`src/rtl/aes_pkg.sv`:
```
// Shared AES feeder definitions: block/word geometry, packer FSM states and
// the word-slot helper used to place stream words MSB-first in a block.
package aes_pkg;

  localparam int AES_BLOCK_W         = 128;
  localparam int AES_WORD_W          = 32;
  localparam int AES_WORDS_PER_BLOCK = 4;

  typedef enum logic [1:0] {
    S_KEY  = 2'd0,
    S_TEXT = 2'd1,
    S_PEND = 2'd2
  } aes_pack_state_t;

  // Word 0 of a group lands in the top 32 bits, word 3 in the bottom 32 bits.
  function automatic int word_lsb(input logic [1:0] idx);
    return (AES_WORDS_PER_BLOCK - 1 - int'(idx)) * AES_WORD_W;
  endfunction

endpackage

```
`src/rtl/aes_input_packer_if.sv`:
```
// Stream-in / block-out bundle between the feeder source (master) and the
// AES input packer (slave).
interface aes_input_packer_if;
  import aes_pkg::*;

  logic [AES_WORD_W-1:0]  in_data;
  logic                   in_valid;
  logic                   in_key;
  logic                   flush;
  logic                   in_ready;
  logic [AES_BLOCK_W-1:0] plan_text_128;
  logic [AES_BLOCK_W-1:0] cipher_key_128;
  logic                   valid_in;
  logic [31:0]            block_count;

  modport master (
    output in_data, in_valid, in_key, flush,
    input  in_ready, plan_text_128, cipher_key_128, valid_in, block_count
  );

  modport slave (
    input  in_data, in_valid, in_key, flush,
    output in_ready, plan_text_128, cipher_key_128, valid_in, block_count
  );

endinterface

```
`src/rtl/aes_input_packer_gap_timer.sv`:
```
// Issue-spacing timer: 8-bit down-counter saturating at 0, reloadable.
module aes_gap_timer (
  input  logic       clk,
  input  logic       reset,
  input  logic       load,
  input  logic [7:0] load_value,
  output logic       expired
);

  logic [7:0] count_q, count_d;

  // NOTE: every variable assigned in always_comb gets a default first, so no path leaves it unassigned and no latch is inferred.
  always_comb begin
    count_d = count_q;
    if (load)                 count_d = load_value;
    else if (count_q != 8'd0) count_d = count_q - 8'd1;
  end

  // NOTE: state registers use non-blocking assignments so every flop samples pre-edge values.
  always_ff @(posedge clk or posedge reset) begin
    if (reset) count_q <= 8'd0;
    else       count_q <= count_d;
  end

  assign expired = (count_q == 8'd0);

endmodule

```
`src/rtl/aes_input_packer.sv`:
```
// Packs 32-bit stream words into AES-128 key/plaintext blocks and issues them
// with minimum spacing. Optional macro AES_PACK_KEY_HOLD_EN keeps a held key.
module aes_input_packer
  import aes_pkg::*;
#(
  parameter int ISSUE_GAP = 11
) (
  input logic               clk,
  input logic               reset,
  aes_input_packer_if.slave bus
);

  localparam logic [7:0] GAP_RELOAD = 8'(ISSUE_GAP - 1);

  aes_pack_state_t        state_q, state_d;
  logic [1:0]             word_cnt_q, word_cnt_d;
  logic [AES_BLOCK_W-1:0] key_asm_q, key_asm_d;
  logic [AES_BLOCK_W-1:0] text_asm_q, text_asm_d;
  logic [AES_BLOCK_W-1:0] key_out_q, text_out_q;
  logic [31:0]            block_count_q;
  logic                   valid_q;
  logic                   ready_en_q;
  logic                   accept;
  logic                   issue;
  logic                   expired;

`ifdef AES_PACK_KEY_HOLD_EN
  logic [1:0] key_cnt_q, key_cnt_d;
  logic       key_loaded_q, key_loaded_d;

  assign bus.in_ready = ready_en_q && (state_q != S_PEND) && !bus.flush &&
                        (bus.in_key || key_loaded_q);
`else
  logic unused_in_key;
  assign unused_in_key = bus.in_key;

  assign bus.in_ready = ready_en_q && (state_q != S_PEND) && !bus.flush;
`endif

  assign accept = bus.in_valid && bus.in_ready;
  assign issue  = (state_q == S_PEND) && expired && !bus.flush;

  always_comb begin
    state_d    = state_q;
    word_cnt_d = word_cnt_q;
    key_asm_d  = key_asm_q;
    text_asm_d = text_asm_q;
`ifdef AES_PACK_KEY_HOLD_EN
    key_cnt_d    = key_cnt_q;
    key_loaded_d = key_loaded_q;
    if (accept && bus.in_key) begin
      key_asm_d[word_lsb(key_cnt_q) +: AES_WORD_W] = bus.in_data;
      key_cnt_d = key_cnt_q + 2'd1;
      if (key_cnt_q == 2'd3) key_loaded_d = 1'b1;
    end else if (accept) begin
      text_asm_d[word_lsb(word_cnt_q) +: AES_WORD_W] = bus.in_data;
      word_cnt_d = word_cnt_q + 2'd1;
      state_d    = (word_cnt_q == 2'd3) ? S_PEND : S_TEXT;
    end
    if (issue) state_d = S_KEY;
    // Flush keeps the held key and key_loaded; only partial counters go.
    if (bus.flush) begin
      state_d    = S_KEY;
      word_cnt_d = 2'd0;
      key_cnt_d  = 2'd0;
    end
`else
    case (state_q)
      S_KEY: if (accept) begin
        key_asm_d[word_lsb(word_cnt_q) +: AES_WORD_W] = bus.in_data;
        word_cnt_d = word_cnt_q + 2'd1;
        if (word_cnt_q == 2'd3) state_d = S_TEXT;
      end
      S_TEXT: if (accept) begin
        text_asm_d[word_lsb(word_cnt_q) +: AES_WORD_W] = bus.in_data;
        word_cnt_d = word_cnt_q + 2'd1;
        if (word_cnt_q == 2'd3) state_d = S_PEND;
      end
      S_PEND:  if (issue) state_d = S_KEY;
      default: state_d = S_KEY;
    endcase
    if (bus.flush) begin
      state_d    = S_KEY;
      word_cnt_d = 2'd0;
    end
`endif
  end

  always_ff @(posedge clk or posedge reset) begin
    if (reset) begin
      state_q       <= S_KEY;
      word_cnt_q    <= 2'd0;
      key_asm_q     <= '0;
      text_asm_q    <= '0;
      key_out_q     <= '0;
      text_out_q    <= '0;
      block_count_q <= 32'd0;
      valid_q       <= 1'b0;
      ready_en_q    <= 1'b0;
    end else begin
      state_q    <= state_d;
      word_cnt_q <= word_cnt_d;
      key_asm_q  <= key_asm_d;
      text_asm_q <= text_asm_d;
      valid_q    <= issue;
      ready_en_q <= 1'b1;
      // Outputs only move on issue, so assembly of the next frame never disturbs them.
      if (issue) begin
        key_out_q     <= key_asm_q;
        text_out_q    <= text_asm_q;
        block_count_q <= block_count_q + 32'd1;
      end
    end
  end

`ifdef AES_PACK_KEY_HOLD_EN
  always_ff @(posedge clk or posedge reset) begin
    if (reset) begin
      key_cnt_q    <= 2'd0;
      key_loaded_q <= 1'b0;
    end else begin
      key_cnt_q    <= key_cnt_d;
      key_loaded_q <= key_loaded_d;
    end
  end
`endif

  aes_gap_timer u_gap_timer (
    .clk        (clk),
    .reset      (reset),
    .load       (issue),
    .load_value (GAP_RELOAD),
    .expired    (expired)
  );

  assign bus.plan_text_128  = text_out_q;
  assign bus.cipher_key_128 = key_out_q;
  assign bus.valid_in       = valid_q;
  assign bus.block_count    = block_count_q;

endmodule
```
`src/flat_wrapper.sv`:
```
// flat-port wrapper written by rule: the top's interface ports become plain ports
module aes_input_packer_flat import aes_pkg::*;
#(
  parameter int ISSUE_GAP = 11
)
  (clk, reset, bus_in_data, bus_in_valid, bus_in_key, bus_flush, bus_in_ready, bus_plan_text_128, bus_cipher_key_128, bus_valid_in, bus_block_count);
  aes_input_packer_if bus_i ();
  input logic clk;
  input logic reset;
  input wire logic [$bits(bus_i.in_data)-1:0] bus_in_data;
  input wire logic [$bits(bus_i.in_valid)-1:0] bus_in_valid;
  input wire logic [$bits(bus_i.in_key)-1:0] bus_in_key;
  input wire logic [$bits(bus_i.flush)-1:0] bus_flush;
  output wire logic [$bits(bus_i.in_ready)-1:0] bus_in_ready;
  output wire logic [$bits(bus_i.plan_text_128)-1:0] bus_plan_text_128;
  output wire logic [$bits(bus_i.cipher_key_128)-1:0] bus_cipher_key_128;
  output wire logic [$bits(bus_i.valid_in)-1:0] bus_valid_in;
  output wire logic [$bits(bus_i.block_count)-1:0] bus_block_count;
  assign bus_i.in_data = bus_in_data;
  assign bus_i.in_valid = bus_in_valid;
  assign bus_i.in_key = bus_in_key;
  assign bus_i.flush = bus_flush;
  assign bus_in_ready = bus_i.in_ready;
  assign bus_plan_text_128 = bus_i.plan_text_128;
  assign bus_cipher_key_128 = bus_i.cipher_key_128;
  assign bus_valid_in = bus_i.valid_in;
  assign bus_block_count = bus_i.block_count;
  aes_input_packer #(.ISSUE_GAP(ISSUE_GAP)) u_core (.clk(clk), .reset(reset), .bus(bus_i));
endmodule
```
`config.mk`:
```
export PLATFORM = sky130hd
export DESIGN_NAME = aes_input_packer_flat
export DESIGN_NICKNAME = d
export VERILOG_FILES = /design/src/rtl/aes_pkg.sv /design/src/rtl/aes_input_packer_if.sv /design/src/rtl/aes_input_packer_gap_timer.sv /design/src/rtl/aes_input_packer.sv /design/src/flat_wrapper.sv
export SDC_FILE = /design/constraint.sdc
export NUM_CORES = 1
export LEC_CHECK = 0
export BUFFER_PORTS_ARGS = -buffer_cell sky130_fd_sc_hd__buf_2
export CAP_MARGIN = 40
export CORE_ASPECT_RATIO = 0.6
export CORE_MARGIN = 8
export CORE_UTILIZATION = 56
export CTS_CLUSTER_SIZE = 40
export DETAILED_ROUTE_END_ITERATION = 6
export PLACE_DENSITY_LB_ADDON = 0.2
export SKIP_LAST_GASP = 1
export SYNTH_ARGS = -nofsm -noshare
export SYNTH_HDL_FRONTEND = slang
export SYNTH_SLANG_ARGS = --single-unit
```
`constraint.sdc`:
```
create_clock -name clk -period 23.3 [get_ports clk]
set_input_delay 2.33 -clock clk [delete_from_list [all_inputs] [get_ports clk]]
set_output_delay 2.33 -clock clk [all_outputs]
set_load 0.01 [all_outputs]
```
==> results of run 1 <==
-- power by group --
group | internal, µW | switching (µW)
logic | 15.8 | 50.3
registers | 985 | 8.96
clock network | 465 | 347
-- layer usage --
| layer | share of wire | vias up | track usage |
|---|---|---|---|
| met3 | 0.068 | 92 | 0.0605 |
| met1 | 0.42 | 7146 | 0.304 |
| met5 | 0.00023 | - | 0 |
| met4 | 0.031 | 2 | 0.0720 |
| li1 | - | 6399 | - |
| met2 | 0.48 | 353 | 0.386 |
-- tightest hold or removal path, cell delays in order, from the launching register on --
cell and delay [ns]:
dfrtp_1 0.34, nand2_1 0.04, o21ai_0 0.06
-- layout by cell type (no fill, tap or decap), types with 9 or more instances in the layout --
cell type	n
nor2_1	16
mux2_2	238
buf_2	325
o21ai_0	259
mux2_1	21
clkbuf_16	49
clkbuf_1	12
clkbuf_8	14
nand2_1	406
buf_4	15
nand3_1	16
xor2_1	9
xnor2_1	26
dfrtp_1	558
-- through the flow --
stage,cells,utilization
floorplan,1711,-
detailed placement,2487,0.625
CTS,2573,0.668
finish,2573,0.668
global route,2573,0.668
global placement,2472,0.616
-- logic make-up (layout without fill, tap and decap cells) --
| kind of cell | Yosys count | in the layout | synth area share |
|---|---|---|---|
| AOI/OAI and AO/OA | 263 | 263 | 0.0621 |
| other | 1 | 1 | 0.000176 |
| muxes | 259 | 259 | 0.137 |
| DFF | 558 | 558 | 0.657 |
| adders and majority gates | 7 | 7 | 0.00412 |
| and+or+nand+nor | 490 | 490 | 0.0977 |
| buffers and inverters | 97 | 446 | 0.0263 |
| xor gates and xnor gates | 36 | 36 | 0.0152 |
-- sequential cells by signal, summed over array words and instances (netlist names) --
| signal | cells |
|---|---|
| u_core.bus.cipher_key_128 | 128 |
| u_core.bus.plan_text_128 | 128 |
| u_core.key_asm_q | 128 |
| u_core.text_asm_q | 128 |
| u_core.bus.block_count | 32 |
| u_core.u_gap_timer.count_q | 8 |
| u_core.state_q | 2 |
| u_core.word_cnt_q | 2 |
| u_core.bus.valid_in | 1 |
| u_core.ready_en_q | 1 |
-- layout make-up --
| class | instances | area, µm² |
|---|---|---|
| clock buffer | 75 | 1460 |
| fill | 2863 | 12500 |
| multi-input combinational | 1056 | 6780 |
| inverter | 5 | 26.3 |
| sequential | 558 | 14000 |
| clock inverter | 11 | 138 |
| tap | 513 | 642 |
| timing repair buffer | 355 | 2090 |
-- final timing paths --
| path | endpoint | slack [ns] | depth (start not counted) |
|---|---|---|---|
| min reg2reg | u_core.key_asm_q[108] | 0.47 | 2 |
| max in group asynchronous | u_core.bus.plan_text_128[11] | 18.99 | 7 |
| min in group asynchronous | u_core.bus.cipher_key_128[36] | 1.89 | 2 |
| min | u_core.key_asm_q[108] | 0.47 | 2 |
| max | bus_in_ready | 18.03 | 3 |
| max reg2reg | u_core.bus.plan_text_128[14] | 20.00 | 9 |
==> results.toml, run 1 <==
[synthesis]
synth_edf_count = 0
yosysTopAreaCell = "dfrtp_1"
ys_top_cells_by_count = "558 x dfrtp_1, 414 x nand2_1, 259 x o21ai_0, 238 x mux2_2, 61 x clkbuf_1"
synth_cell_types = 37
synth_top_area_frac = 0.657
yosysWarnings = 0
synth_cells = 1711
synth.area.top_cells = "dfrtp_1 66%, mux2_2 13%, nand2_1 7.3%"
synth_most_common_cell = "dfrtp_1"
yosys_most_used_dff = "dfrtp_1"
synth-seq-area-share = 0.657
syn_nets = 1755
synthArstFlopShare = 1.00
ys_ff_latch = 558
syn_area_per_cell_um2 = 12.4
synthesis.area_um2 = 21200

[timing]
whs_ns = 0.472
fin_crit_ns = 5.27
hold_viol = 0
final.setup.tns_ns = 0
rsz0062_at_grt = "no"
worst_slack_ns = 18.03
fmax_mhz = 190
finClkSkew_ns = 0.0155
timing.final.crit_share = 0.226
drv_slew = 0
finalSetupViolations = 0
slew_headroom = 0.430
worst_slew_pin_slew_ns = 0.855

[die]
start_util = 0.566
die_h_um = 167
die_x_um = 267
std_cell_rows = 55
io_pins = 327
design.core.area_um2 = 37600
die-area_um2 = 44600

[pwr]
ir_worst_vdd_mv = 0.0569
power.total_uw = 1870
power_density_nw_per_um2 = 74.6
p_leak_uw = 0.0130

[grt]
grt_pass1_vias = 14486
antenna_found_initial = 1
overflow = 0
grt_max_degree = 120
grt_usage = 0.234
grt_pass1_wl_um = 83100

[critical_path]
path_buf_inv = 2
startpoint_type = "input port"
crit_required_ns = 20.97
critPathLaunch = "bus_flush"
critPathKind = "input port to output port"
cp-end-kind = "output port"
crit_path_top_delay_cell = "nor3b_1"
cp_common_cell = "buf_2"
cp_cell_sequence = "buf_2 > nor3b_1 > buf_2"
timing.rr.start = "u_core.u_gap_timer.count_q[0]"
crit_path_max_fanout = 9
critPathTopFamily = "buffers and inverters"
worstPathArrival_ns = 2.94
max_stage_delay_ns = 0.25

[placed_design]
dp_slack_ns = 18.05
placed_cell_area_um2 = 23500
dp_hpwl_um = 35600
port_buffers = 325
place.gp.congestion = 0.830

[route]
avgRoutedWirePerCell_um = 20.4
drt_iter0_drc = 1020
post-route-drc-count = 0
vias = 13992
viasPerCell = 5.44
wl_um = 52500
postRouteAntennaNets = 0
firstDrtPassIters = 7

[clock_tree]
cts_buffers = 49
cts-root-buf = "clkbuf_16"
htreeDepth = 2
cts.sinks = 558
cts_setup_buffers = 0
cts-resized-gates = 0
cts_tree = "built"
cts_hold_buf = 0
worst_setup_hold_path_clk_slew_ns = 0.07
clockBufferDepth = 3
clock_latency_ns = 0.57

[final_layout]
post_route_cells_drive_above_1_share = 0.336
syn2layout_area_growth_pct = 18.1
diodes = 0
post-route-cell-area_um2 = 25100
layout.nets = 2069

[status]
status = "complete, no violations"

[worst_hold_path]
holdCritStartpoint = "u_core.key_asm_q[108]"
hp-class = "flip-flop to flip-flop"

[job]
cap_viol_max_count = 0
Power figures use the tool's default switching activity.
==> run 2, diff against run 1 <==
Settings changed: CORE_UTILIZATION 56 to 51.
Clock period 23.3 ns to 4.25 ns, I/O delays scaled along.
==> run 2 against run 1 <==
  * Die area up 9.0%
  * Clock-buffer cell count down 6
  * Largest power group unchanged
  * Critical endpoint is now u_core.bus.cipher_key_128[72]
  * Sequential power rose to 5.5 times the previous value
  * Routed wire length up 1.3%
  * Critical path depth up 4
==> results.toml, run 2 (synthesis gave the netlist of run 1 again) <==
[route]
wl_um = 53200
avgRoutedWirePerCell_um = 20.2
firstDrtPassIters = 5
drt_iter0_drc = 1041
post-route-drc-count = 0
vias = 13815
postRouteAntennaNets = 0
viasPerCell = 5.24

[final_layout]
syn2layout_area_growth_pct = 18.2
post-route-cell-area_um2 = 25100
diodes = 0
post_route_cells_drive_above_1_share = 0.338
final_common_cell = "dfrtp_1"
utilization = 0.605
final_cell_mix = "558 x dfrtp_1, 406 x nand2_1, 325 x buf_2"
layout.nets = 2072

[clock_tree]
cts-resized-gates = 0
cts_buffers = 50
cts_setup_buffers = 0
worst_setup_hold_path_clk_slew_ns = 0.06
cts.sinks = 558
htreeDepth = 2
cts_hold_buf = 1
clockBufferDepth = 3
clock_latency_ns = 0.57
cts_tree = "built"
cts-root-buf = "clkbuf_16"

[critical_path]
rr_endpoint = "u_core.bus.cipher_key_128[72]"
crit_required_ns = 4.70
reg2reg_depth = 7
critPathKind = "flip-flop to flip-flop"
crit_path_max_fanout = 37
critPathLaunch = "u_core.u_gap_timer.count_q[0]"
worstPathArrival_ns = 3.15
timing.rr.start = "u_core.u_gap_timer.count_q[0]"
endpoint = "u_core.bus.cipher_key_128[72]"
regToRegSetupSlack_ns = 1.55
cp-end-kind = "flip-flop"
startpoint_type = "flip-flop"

[grt]
grt_usage = 0.217
grt_pass1_wl_um = 83900
antenna_found_initial = 0
grt_pass1_vias = 14339
grt_max_degree = 131
overflow = 0

[placed_design]
port_buffers = 325
dp_hpwl_um = 36100
placed_cell_area_um2 = 23500
place.gp.congestion = 0.868

[die]
design.core.area_um2 = 41500
die-area_um2 = 48700
die_x_um = 280
io_pins = 327
std_cell_rows = 58
die_h_um = 174
start_util = 0.512

[timing]
finalSetupViolations = 0
slew_headroom = 0.511
finClkSkew_ns = 0.0182
worst_slew_pin_slew_ns = 0.732
hold_viol = 0
rsz0062_at_grt = "no"
timing.final.crit_share = 0.635
fin_crit_ns = 2.70
drv_slew = 0
fmax_mhz = 370

[pwr]
ir_worst_vdd_mv = 0.306
power_density_nw_per_um2 = 411
p_leak_uw = 0.0130

[worst_hold_path]
hp-class = "input port to flip-flop"

[status]
status = "complete, no violations"

[job]
cap_viol_max_count = 0
==> run 2: through the flow <==
stage,setup slack (ns),setup TNS (ns),total power [µW],instances,hold slack (ns)
final,1.55,0,10300,2634,0.147
after global routing,1.45,0,10700,2634,0.114
after CTS,1.55,0,10400,2634,0.105
after detailed placement,1.57,0,5910,2545,0.460
after global placement,1.39,0,5890,2541,0.455
after floorplan,-3.77,-2104.08,5740,1711,0.444
==> run 2: worst min path at each step <==
stage,startpoint,endpoint,cells past startpoint
global route,bus_flush,u_core.word_cnt_q[0],2
floorplan,u_core.key_asm_q[0],u_core.key_asm_q[0],2
finish,bus_flush,u_core.word_cnt_q[0],2
global placement,u_core.text_asm_q[52],u_core.text_asm_q[52],2
CTS,bus_flush,u_core.word_cnt_q[0],2
detailed placement,u_core.bus.block_count[31],u_core.bus.block_count[31],1
==> run 2: layout make-up <==
cell class | count | area (µm²)
Clock buffer | 69 | 1400
Clock inverter | 19 | 219
Fill cell | 3356 | 16400
Inverter | 5 | 22.5
Multi-Input combinational cell | 1056 | 6780
Sequential cell | 558 | 14000
Tap cell | 570 | 713
Timing Repair Buffer | 357 | 2030
==> run 2: per-layer routing <==
metal | GRT usage | share of wire
met2 | 0.352 | 0.48
met3 | 0.0497 | 0.055
met4 | 0.0491 | 0.019
met5 | 0 | 0
met1 | 0.299 | 0.45
==> run 2: where the power goes <==
part / internal [µW] / switching, µW / total, µW
Combinational: 78.8 / 276 / 355
Clock: 2550 / 1960 / 4510
Sequential: 5400 / 50.6 / 5450
Total: 8030 / 2290 / 10300
==> run 2: critical path: stages (launching register included) <==
cell and delay (ns):
dfrtp_1 0.41, inv_1 0.07, ha_1 0.19, nor3b_2 0.42, and3_4 0.44, buf_16 0.28
buf_4 0.35, mux2_2 0.38
